<file path="config.mk">
export PLATFORM = sky130hd
export DESIGN_NAME = pool_stream_collector
export DESIGN_NICKNAME = d
export VERILOG_FILES = /design/src/rtl/pool_stream_collector_pkg.sv /design/src/rtl/pool_stream_collector_fifo.sv /design/src/rtl/pool_stream_collector.sv
export SDC_FILE = /design/constraint.sdc
export NUM_CORES = 1
export LEC_CHECK = 0
export BUFFER_PORTS_ARGS = -buffer_cell sky130_fd_sc_hd__buf_2
export CORE_MARGIN = 10
export CORE_UTILIZATION = 55
export CTS_CLUSTER_DIAMETER = 150
export CTS_CLUSTER_SIZE = 14
export DETAILED_ROUTE_END_ITERATION = 8
export PLACE_DENSITY = 0.79
export SLEW_MARGIN = 15
export SYNTH_ARGS = -nofsm -noshare
export SYNTH_HDL_FRONTEND = slang
export SYNTH_HIERARCHICAL = 1
export SYNTH_SLANG_ARGS = --single-unit
</file>
<file path="constraint.sdc">
create_clock -name clk -period 3.3 [get_ports clk]
set_input_delay 0.66 -clock clk [delete_from_list [all_inputs] [get_ports clk]]
set_output_delay 0.66 -clock clk [all_outputs]
set_load 0.005 [all_outputs]
</file>
<file path="src/rtl/pool_stream_collector_pkg.sv">
// pool_stream_collector_pkg: shared widths, FIFO entry tag offsets and FSM states
package pool_stream_collector_pkg;
  localparam int DATA_W  = 8;
  localparam int TAG_SOF = 0;
  localparam int TAG_EOL = 1;
  localparam int TAG_EOF = 2;
  localparam int TAG_N   = 3;
  typedef enum logic [1:0] {S_IDLE, S_COLLECT, S_DRAIN} state_e;
endpackage

</file>
<file path="src/rtl/pool_stream_collector_fifo.sv">
// pool_stream_collector_fifo: registered-pointer sync FIFO without fall-through
module pool_stream_collector_fifo #(
  parameter int W     = 11,
  parameter int DEPTH = 16,
  parameter int AW    = 4
) (
  input  logic          clk,
  input  logic          rst,
  input  logic          push,
  input  logic          pop,
  input  logic [W-1:0]  wdata,
  output logic [W-1:0]  rdata,
  output logic          full,
  output logic          empty,
  output logic [AW:0]   fill
);
  logic [W-1:0]  mem_q [DEPTH];
  logic [AW-1:0] wr_q, rd_q;
  logic [AW:0]   cnt_q;
  always_ff @(posedge clk) begin
    if (push) mem_q[wr_q] <= wdata;
  end
  always_ff @(posedge clk) begin
    if (rst) begin
      wr_q  <= '0;
      rd_q  <= '0;
      cnt_q <= '0;
    end else begin
      wr_q  <= wr_q + AW'(push);
      rd_q  <= rd_q + AW'(pop);
      cnt_q <= cnt_q + (AW+1)'(push) - (AW+1)'(pop);
    end
  end
  assign rdata = mem_q[rd_q];
  assign full  = cnt_q == (AW+1)'(DEPTH);
  assign empty = cnt_q == '0;
  assign fill  = cnt_q;
endmodule

</file>
<file path="src/rtl/pool_stream_collector.sv">
// pool_stream_collector: tags pooled pixels with frame position and buffers them
// for a valid/ready consumer, tracking frame completion and dropped pixels.
module pool_stream_collector #(
  parameter int DATA_W     = pool_stream_collector_pkg::DATA_W,
  parameter int FIFO_DEPTH = 16,
  parameter int ADDR_W     = 4
) (
  input  logic              clk,
  input  logic              rst,
  input  logic              frame_start,
  input  logic [7:0]        out_width,
  input  logic [7:0]        out_height,
  input  logic              in_valid,
  input  logic [DATA_W-1:0] in_data,
  output logic              m_valid,
  input  logic              m_ready,
  output logic [DATA_W-1:0] m_data,
  output logic              m_sof,
  output logic              m_eol,
  output logic              m_eof,
  output logic              busy,
  output logic              frame_done,
  output logic              overflow,
  output logic [ADDR_W:0]   fill
);
  import pool_stream_collector_pkg::*;
  localparam int ENTRY_W = DATA_W + TAG_N;
  state_e             state_q;
  logic [7:0]         w_q, h_q, row_q, col_q;
  logic               overflow_q, frame_done_q;
  logic               full, empty, push, pop, collect, at_sof, at_eol, at_eof;
  logic [ENTRY_W-1:0] wdata, rdata;
  always_comb begin
    collect = state_q == S_COLLECT && in_valid;
    at_sof  = row_q == 8'd0 && col_q == 8'd0;
    at_eol  = col_q == w_q - 8'd1;
    at_eof  = at_eol && row_q == h_q - 8'd1;
    pop     = !empty && m_ready;
    push    = collect && (!full || pop);
    wdata   = {at_eof, at_eol, at_sof, in_data};
  end
  pool_stream_collector_fifo #(
    .W     (ENTRY_W),
    .DEPTH (FIFO_DEPTH),
    .AW    (ADDR_W)
  ) u_fifo (
    .clk   (clk),
    .rst   (rst),
    .push  (push),
    .pop   (pop),
    .wdata (wdata),
    .rdata (rdata),
    .full  (full),
    .empty (empty),
    .fill  (fill)
  );
  // Head fields are gated so nothing stale from the unreset FIFO memory leaks out.
  assign m_valid    = !empty;
  assign m_data     = empty ? '0 : rdata[DATA_W-1:0];
  assign m_sof      = !empty && rdata[DATA_W+TAG_SOF];
  assign m_eol      = !empty && rdata[DATA_W+TAG_EOL];
  assign m_eof      = !empty && rdata[DATA_W+TAG_EOF];
  assign busy       = state_q != S_IDLE;
  assign frame_done = frame_done_q;
  assign overflow   = overflow_q;
  always_ff @(posedge clk) begin
    if (rst) begin
      state_q      <= S_IDLE;
      w_q          <= '0;
      h_q          <= '0;
      row_q        <= '0;
      col_q        <= '0;
      overflow_q   <= 1'b0;
      frame_done_q <= 1'b0;
    end else begin
      frame_done_q <= 1'b0;
      case (state_q)
        S_IDLE: if (frame_start) begin
          if (out_width != 8'd0 && out_height != 8'd0) begin
            w_q        <= out_width;
            h_q        <= out_height;
            row_q      <= '0;
            col_q      <= '0;
            overflow_q <= 1'b0;
            state_q    <= S_COLLECT;
          end else frame_done_q <= 1'b1;
        end
        // Counters advance even on a dropped pixel so later tags stay positional.
        S_COLLECT: if (in_valid) begin
          col_q <= at_eol ? 8'd0 : col_q + 8'd1;
          row_q <= row_q + 8'(at_eol);
          if (!push) overflow_q <= 1'b1;
          if (at_eof) state_q <= S_DRAIN;
        end
        S_DRAIN: if (fill == '0) begin
          frame_done_q <= 1'b1;
          state_q      <= S_IDLE;
        end
        default: state_q <= S_IDLE;
      endcase
    end
  end
endmodule

</file>
==> results.md, run 1 <==
* Crit. End Element: primary output
* CP Max Fanout at 12
* Critical path endpoint: m_sof
* Most frequent cell after synthesis: edfxtp_1
* Syn nets at ~700
* Die Span Y at about 150 µm
* CTS H-tree lvls at 1
* Clock transition at path regs at ~0.070 ns
* Layout cells sized above 1 at between 10% and 20%
* Grt met1 use at 21.0%
* Final core utilization at between 60% and 70%
* Maximum VDD drop at 0.616 mV
* Setup TNS at 0 ns
* Fin Hold WS at a little over 0.4 ns
* Largest net degree at the start of global routing at 31
* Skew final at between 0.015 and 0.02 ns
* Max Freq at 311 MHz
* Power per standard cell area at 621 nW/µm²
* Leading area contributor after synthesis: edfxtp_1
* WL final at roughly 21000 µm
* # hold bufs at CTS at 0
* Die ar. at between 20000 and 25000 µm²
* Dominant cells by area after synthesis: edfxtp_1, dfxtp_1, mux2i_1
* Min Tclk post-route at approximately 3.2 ns
* WL/cell at 21.1 µm
* IO buf count at 48
* CTS tree: yes
* TritonRoute pass-1 iters at 5
* CTS Buf Count at 20
* Post-synth ARST share at 0%
* Number of synthesized register bits at approximately 230
* Max Cap Viol at 0
* Drt initial violations at ~540
* Site Rows at 48
* Grt met3 use at about 3.5%
* P&R area growth vs syn at 12.2%
* DRC Markers at 0
* Die Span X at approximately 150 µm
* Slew Limit Fails at 0
* Cells after Synth at around 680
* Syn_area_per_cell at between 10 and 15 µm²
* Vias at about 6000
* Startpoint types: flip-flop
* Synth cell count leaders: edfxtp_1, mux2i_1, nor2_1
* Crit Path Class: flip-flop to primary output
* Vias in the first global route at 5991
* Placed cell area at slightly above 10000 µm²
* Initial antenna violation count at 0
* Crit path DAT at between 2 and 3 ns
* Met2 Use GR at between 20 and 30%
* Yosys top cell area share at 54.2%
* Worst Setup SP: u_fifo/rd_q[3]
* DP HPWL at 13800 µm
* First-pass GRT wire length at between 30000 and 40000 µm
* R2r endpoint: u_fifo/fill[4]
* Post-synth EDFFs at approximately 180
* Worst-Skew Late Latency at 0.50 ns
* I/O Pins at 49
* Bufs on Longest Clock Path at 3
* Worst Max-Slew Pin Slew at 0.634 ns
* Leakage at ~3.9 nW
* Fin. Hold Viols at 0
* # setup viols final at 0
* Seq/Total Area, Yosys at 64.2%
* HP Class: input port to flip-flop
* Synth Cell Area at roughly 9800 µm²
* Ant diodes at 0
* Data required time at the worst endpoint at 2.64 ns
* CTS Root Cell: clkbuf_16
* Global route overflow at 0
* Fin nets at ~800
* Top_reg_cell synth: edfxtp_1
* Routed Antenna Nets at 0
* Placed cell count at 940
* R2r setup slk at ~0.18 ns
* Non-Filler Instances at a little under 1000
* R2r startpoint: u_fifo/fill[2]
* Core ar. at approximately 17000 µm²
* Netlist cell types at 57
* Initial Utilization at between 50% and 60%
* Status: complete, no violations
* Fin crit share at between 90% and 100%
* Max_slew headroom at between 50% and 60%
* GRT Util Overall at between 10% and 20%
* R2R depth at 15
* Sink Count at approximately 230
* Yosys warnings at 6
* Via-per-instance ratio at around 6.0
* Final instance area at 10900 µm²
* Gr busiest metal: met2
* Final GP Congestion at roughly 0.85
-- per-layer routing --
| metal | share of wire [%] | wire (µm) | vias to the layer above |
|---|---|---|---|
| li1 | - | - | 2706 |
| met3 | 6.9 | 1430 | 46 |
| met1 | 40 | 8330 | 2927 |
| met5 | 0 | 0 | - |
| met4 | 3.4 | 697 | 0 |
| met2 | 49 | 10200 | 233 |
-- logic make-up (layout without fill, tap and decap cells) --
family          after synthesis  count (layout)  synth area share (%)
compound gates               88              88                  6.39
xor+xnor                     33              33                  2.96
fa+ha+maj                    17              17                  2.26
buf+inv                      54             134                  3.23
flops                       225             225                  64.2
mux                          84              84                  11.4
simple gates                174             174                  9.48
-- cells in the final DEF, fill, tap and decap left out, drive strengths merged, types with 3 or more instances in the layout --
cell type / netlist / final
inv: 19 / 18
nand2b: 4 / 4
ha: 16 / 16
nor2: 58 / 58
clkbuf: 18 / 35
nor4b: 4 / 4
a22oi: 13 / 13
dfxtp: 49 / 49
edfxtp: 176 / 176
buf: 17 / 79
a221oi: 22 / 22
nand4: 8 / 8
nand3b: 4 / 4
or4: 3 / 3
xnor2: 15 / 15
xor2: 18 / 18
mux2i: 62 / 62
nand2: 29 / 29
a21oi: 11 / 11
nor4: 9 / 9
nor2b: 22 / 22
nand3: 11 / 11
nor3: 10 / 10
a2bb2oi: 4 / 4
o21ai: 21 / 21
mux4: 22 / 22
o31ai: 5 / 5
or2: 3 / 3
-- metrics by stage --
stage,worst slack (ns),power [mW]
final,0.0864,6.80
after global routing,-0.0636,7.10
after CTS,0.0233,6.82
after detailed placement,0.0596,4.68
after global placement,0.225,4.61
after floorplan,0.0691,4.30
-- power breakdown --
group	total (mW)	switching (mW)	internal, mW
Combinational	1.41	0.713	0.698
Sequential	3.23	0.115	3.12
Clock	2.16	0.961	1.20
-- how the worst min path moves through the flow --
stage	from	cells past startpoint	slack [ns]	endpoint
after floorplan	overflow	2	0.46	overflow
after global placement	overflow	2	0.46	overflow
after detailed placement	overflow	2	0.46	overflow
after CTS	out_height[4]	3	0.40	h_q[4]
after global routing	out_height[5]	3	0.42	h_q[5]
final	out_height[7]	3	0.41	h_q[7]
-- area by class of cell --
class                           count  area (µm²)
Multi-Input combinational cell    396        3220
Sequential cell                   225        6270
Inverter                           19        75.1
Clock inverter                      1        16.3
Timing Repair Buffer               79         502
Clock buffer                       35         579
Tap cell                          225         282
Fill cell                        1197        6410
-- registers in the layout, summed over array words and instances, names as in the netlist, 4 cells and up --
name	cells
col_q	8
h_q	8
row_q	8
u_fifo/fill	5
u_fifo/mem_q	176
u_fifo/rd_q	4
u_fifo/wr_q	4
w_q	8
-- worst max-delay path: stages (launching register included) --
cell        delay, ns
dfxtp_1          0.67
clkinvlp_4       0.20
buf_4            0.20
a221oi_1         0.40
o21ai_0          0.16
nand2_1          0.14
nor2b_1          0.15
buf_2            0.13
-- timing repair --
item,in CTS,in global routing
setup endpoints to repair,3,9
gates resized for setup,1,13
setup buffers,0,4
gates cloned,0,0
Power figures use the tool's default switching activity.
==> inputs of run 2 (changes only) <==
--- a/config.mk
+++ b/config.mk
@@ -12,6 +12,7 @@
 export CTS_CLUSTER_SIZE = 14
 export DETAILED_ROUTE_END_ITERATION = 8
 export PLACE_DENSITY = 0.79
+export REMOVE_ABC_BUFFERS = 1
 export SLEW_MARGIN = 15
 export SYNTH_ARGS = -nofsm -noshare
 export SYNTH_HDL_FRONTEND = slang
==> results.md, run 2 (synthesized netlist as in run 1, its figures left out) <==
* Min Tclk post-route at 3.19 ns (was 3.21 ns)
* Postcts setup bufs at 0 (unchanged)
* HP Class: input port to flip-flop (unchanged)
* Die Span Y at 153 µm (unchanged)
* Vias in the first global route at 6059 (was 5991)
* Fin Hold WS at 0.417 ns (was 0.409 ns)
* I/O Pins at 49 (unchanged)
* Fin. Hold Viols at 0 (unchanged)
* IO buf count at 48 (unchanged)
* # hold bufs at CTS at 0 (unchanged)
* Fin nets at 791 (was 787)
* Status: complete, no violations (unchanged)
* R2r startpoint: u_fifo/fill[2] (unchanged)
* Drt initial violations at 551 (was 543)
* Layout fillers at 1241 (was 1197)
* Clock transition at path regs at 0.07 ns (about the same)
* Max_slew headroom at 56.0% (was 57.3%)
* R2R depth at 15 (unchanged)
* Leakage at 3.94 nW (was 3.92 nW)
* Power per standard cell area at 618 nW/µm² (was 621 nW/µm²)
* GRT Util Overall at 17.5% (was 16.9%)
* Combinational Power Share at 20.6% (was 20.8%)
* Largest net degree at the start of global routing at 34 (was 31)
* # setup viols final at 0 (unchanged)
* Worst Setup SP: u_fifo/rd_q[0] (was u_fifo/rd_q[3])
* DP HPWL at 14100 µm (was 13800 µm)
* WL final at 21000 µm (was 20600 µm)
* Sink Count at 225 (unchanged)
* Worst Max-Slew Pin Slew at 0.660 ns (was 0.634 ns)
* Maximum VDD drop at 0.479 mV (was 0.616 mV)
* Die ar. at 23500 µm² (unchanged)
* Final instance area at 11000 µm² (was 10900 µm²)
* Max reg flops at 176 (unchanged)
* Max Cap Viol at 0 (unchanged)
* Data required time at the worst endpoint at 2.64 ns (about the same)
* Fin crit share at 96.8% (was 97.4%)
* CTS H-tree lvls at 1 (unchanged)
* R2r setup slk at 0.18 ns (about the same)
* Vias at 5913 (was 5912)
* Via-per-instance ratio at 6.01 (was 6.03)
* WL/cell at 21.4 µm (was 21.1 µm)
* Largest register by flop count: u_fifo/mem_q (unchanged)
* Layout cells sized above 1 at 20.0% (was 19.9%)
* Sequential power share at 47.7% (was 47.5%)
* Skew final at 0.0159 ns (was 0.0185 ns)
* Global route overflow at 0 (unchanged)
* Startpoint types: flip-flop (unchanged)
* Crit Path Class: flip-flop to primary output (unchanged)
* Max Freq at 313 MHz (was 311 MHz)
* Critical path endpoint: m_eol (was m_sof)
* Most frequent cells in the layout: edfxtp_1, mux2i_1, nor2_1, buf_2, dfxtp_1 (unchanged)
* Ant diodes at 0 (unchanged)
* Final GP Congestion at 0.854 (about the same)
* CP Max Fanout at 16 (was 12)
* CTS Buf Count at 20 (unchanged)
* Crit path DAT at 2.53 ns (was 2.55 ns)
* Initial Utilization at 56.2% (unchanged)
* Core ar. at 17400 µm² (unchanged)
* Sw power at 1.77 mW (was 1.79 mW)
* CTS tree: yes (unchanged)
* Slew Limit Fails at 0 (unchanged)
* Clock share of power at 31.7% (about the same)
* Routed Antenna Nets at 0 (unchanged)
* Site Rows at 48 (unchanged)
* R2r endpoint: u_fifo/fill[4] (unchanged)
* Worst-Skew Late Latency at 0.49 ns (was 0.50 ns)
* Placed cell area at 10300 µm² (about the same)
* Internal cell power at 5.00 mW (was 5.01 mW)
* First-pass GRT wire length at 33300 µm (was 32600 µm)
* Initial antenna violation count at 0 (unchanged)
* TritonRoute pass-1 iters at 4 (was 5)
* Die Span X at 153 µm (unchanged)
* Crit. End Element: primary output (unchanged)
* CTS Root Cell: clkbuf_16 (unchanged)
* Commonest non-fill, non-tap cell in the layout: edfxtp_1 (unchanged)
* P&R area growth vs syn at 12.3% (was 12.2%)
* DRC Markers at 0 (unchanged)
* Bufs on Longest Clock Path at 3 (unchanged)
* Net Sw Frac at 26.1% (was 26.3%)
[run 2: repair_timing]
| action | in CTS | in global routing |
|---|---|---|
| resized for setup | 3 | 5 |
| pin swaps | 1 | 1 |
| setup endpoints to repair | 8 | 1 |
[run 2: worst min-delay path by stage]
stage	startpoint	cells after the start	to
after floorplan	overflow	2	overflow
after global placement	overflow	2	overflow
after detailed placement	overflow	2	overflow
after CTS	out_height[7]	3	h_q[7]
after global routing	out_width[3]	3	w_q[3]
final	out_height[5]	3	h_q[5]
[run 2: worst max-delay path: stages (launching register included)]
cell,delay (ns)
dfxtp_4,0.55
buf_4,0.34
mux2i_1,0.12
a221oi_1,0.47
o21ai_0,0.16
nand2_1,0.13
nor2b_1,0.14
buf_2,0.12
[run 2: power by group through the flow]
stage	sequential, mW	combinational [mW]	clock, mW
6_report	3.23	1.39	2.14
5_1_grt	3.24	1.53	2.29
4_1_cts	3.22	1.40	2.18
3_5_place_dp	3.29	1.38	0
3_3_place_gp	3.28	1.33	0
2_1_floorplan	3.37	0.846	0
[run 2: stage by stage]
step                      setup TNS [ns]  setup slack [ns]  utilization, %  power [mW]  instances
after global placement                 0             0.210            59.6        4.61        948
after detailed placement         -0.0283           -0.0283            59.6        4.67        948
after CTS                              0            0.0366            63.0        6.81        984
final                                  0             0.106            63.1        6.76        984
after floorplan                   -10.74            -0.913               -        4.22        640
after global routing            -0.00833          -0.00833            63.1        7.06        984
[run 2: cell type report]
type	instances	area (µm²)	area share, %
Sequential cell	225	6270	57.3
Clock buffer	34	574	5.24
Tap cell	225	282	2.57
Inverter	19	71.3	0.651
Multi-Input combinational cell	396	3220	29.4
Clock inverter	2	20.0	0.183
Timing Repair Buffer	83	515	4.71
[run 2: routing by layer]
layer | global-route usage (%) | share of wire [%] | wire length (µm)
met1 | 21.4 | 40 | 8440
met3 | 2.97 | 5.4 | 1130
met5 | 0 | 0 | 0
met2 | 31.4 | 53 | 11100
met4 | 4.45 | 1.8 | 380
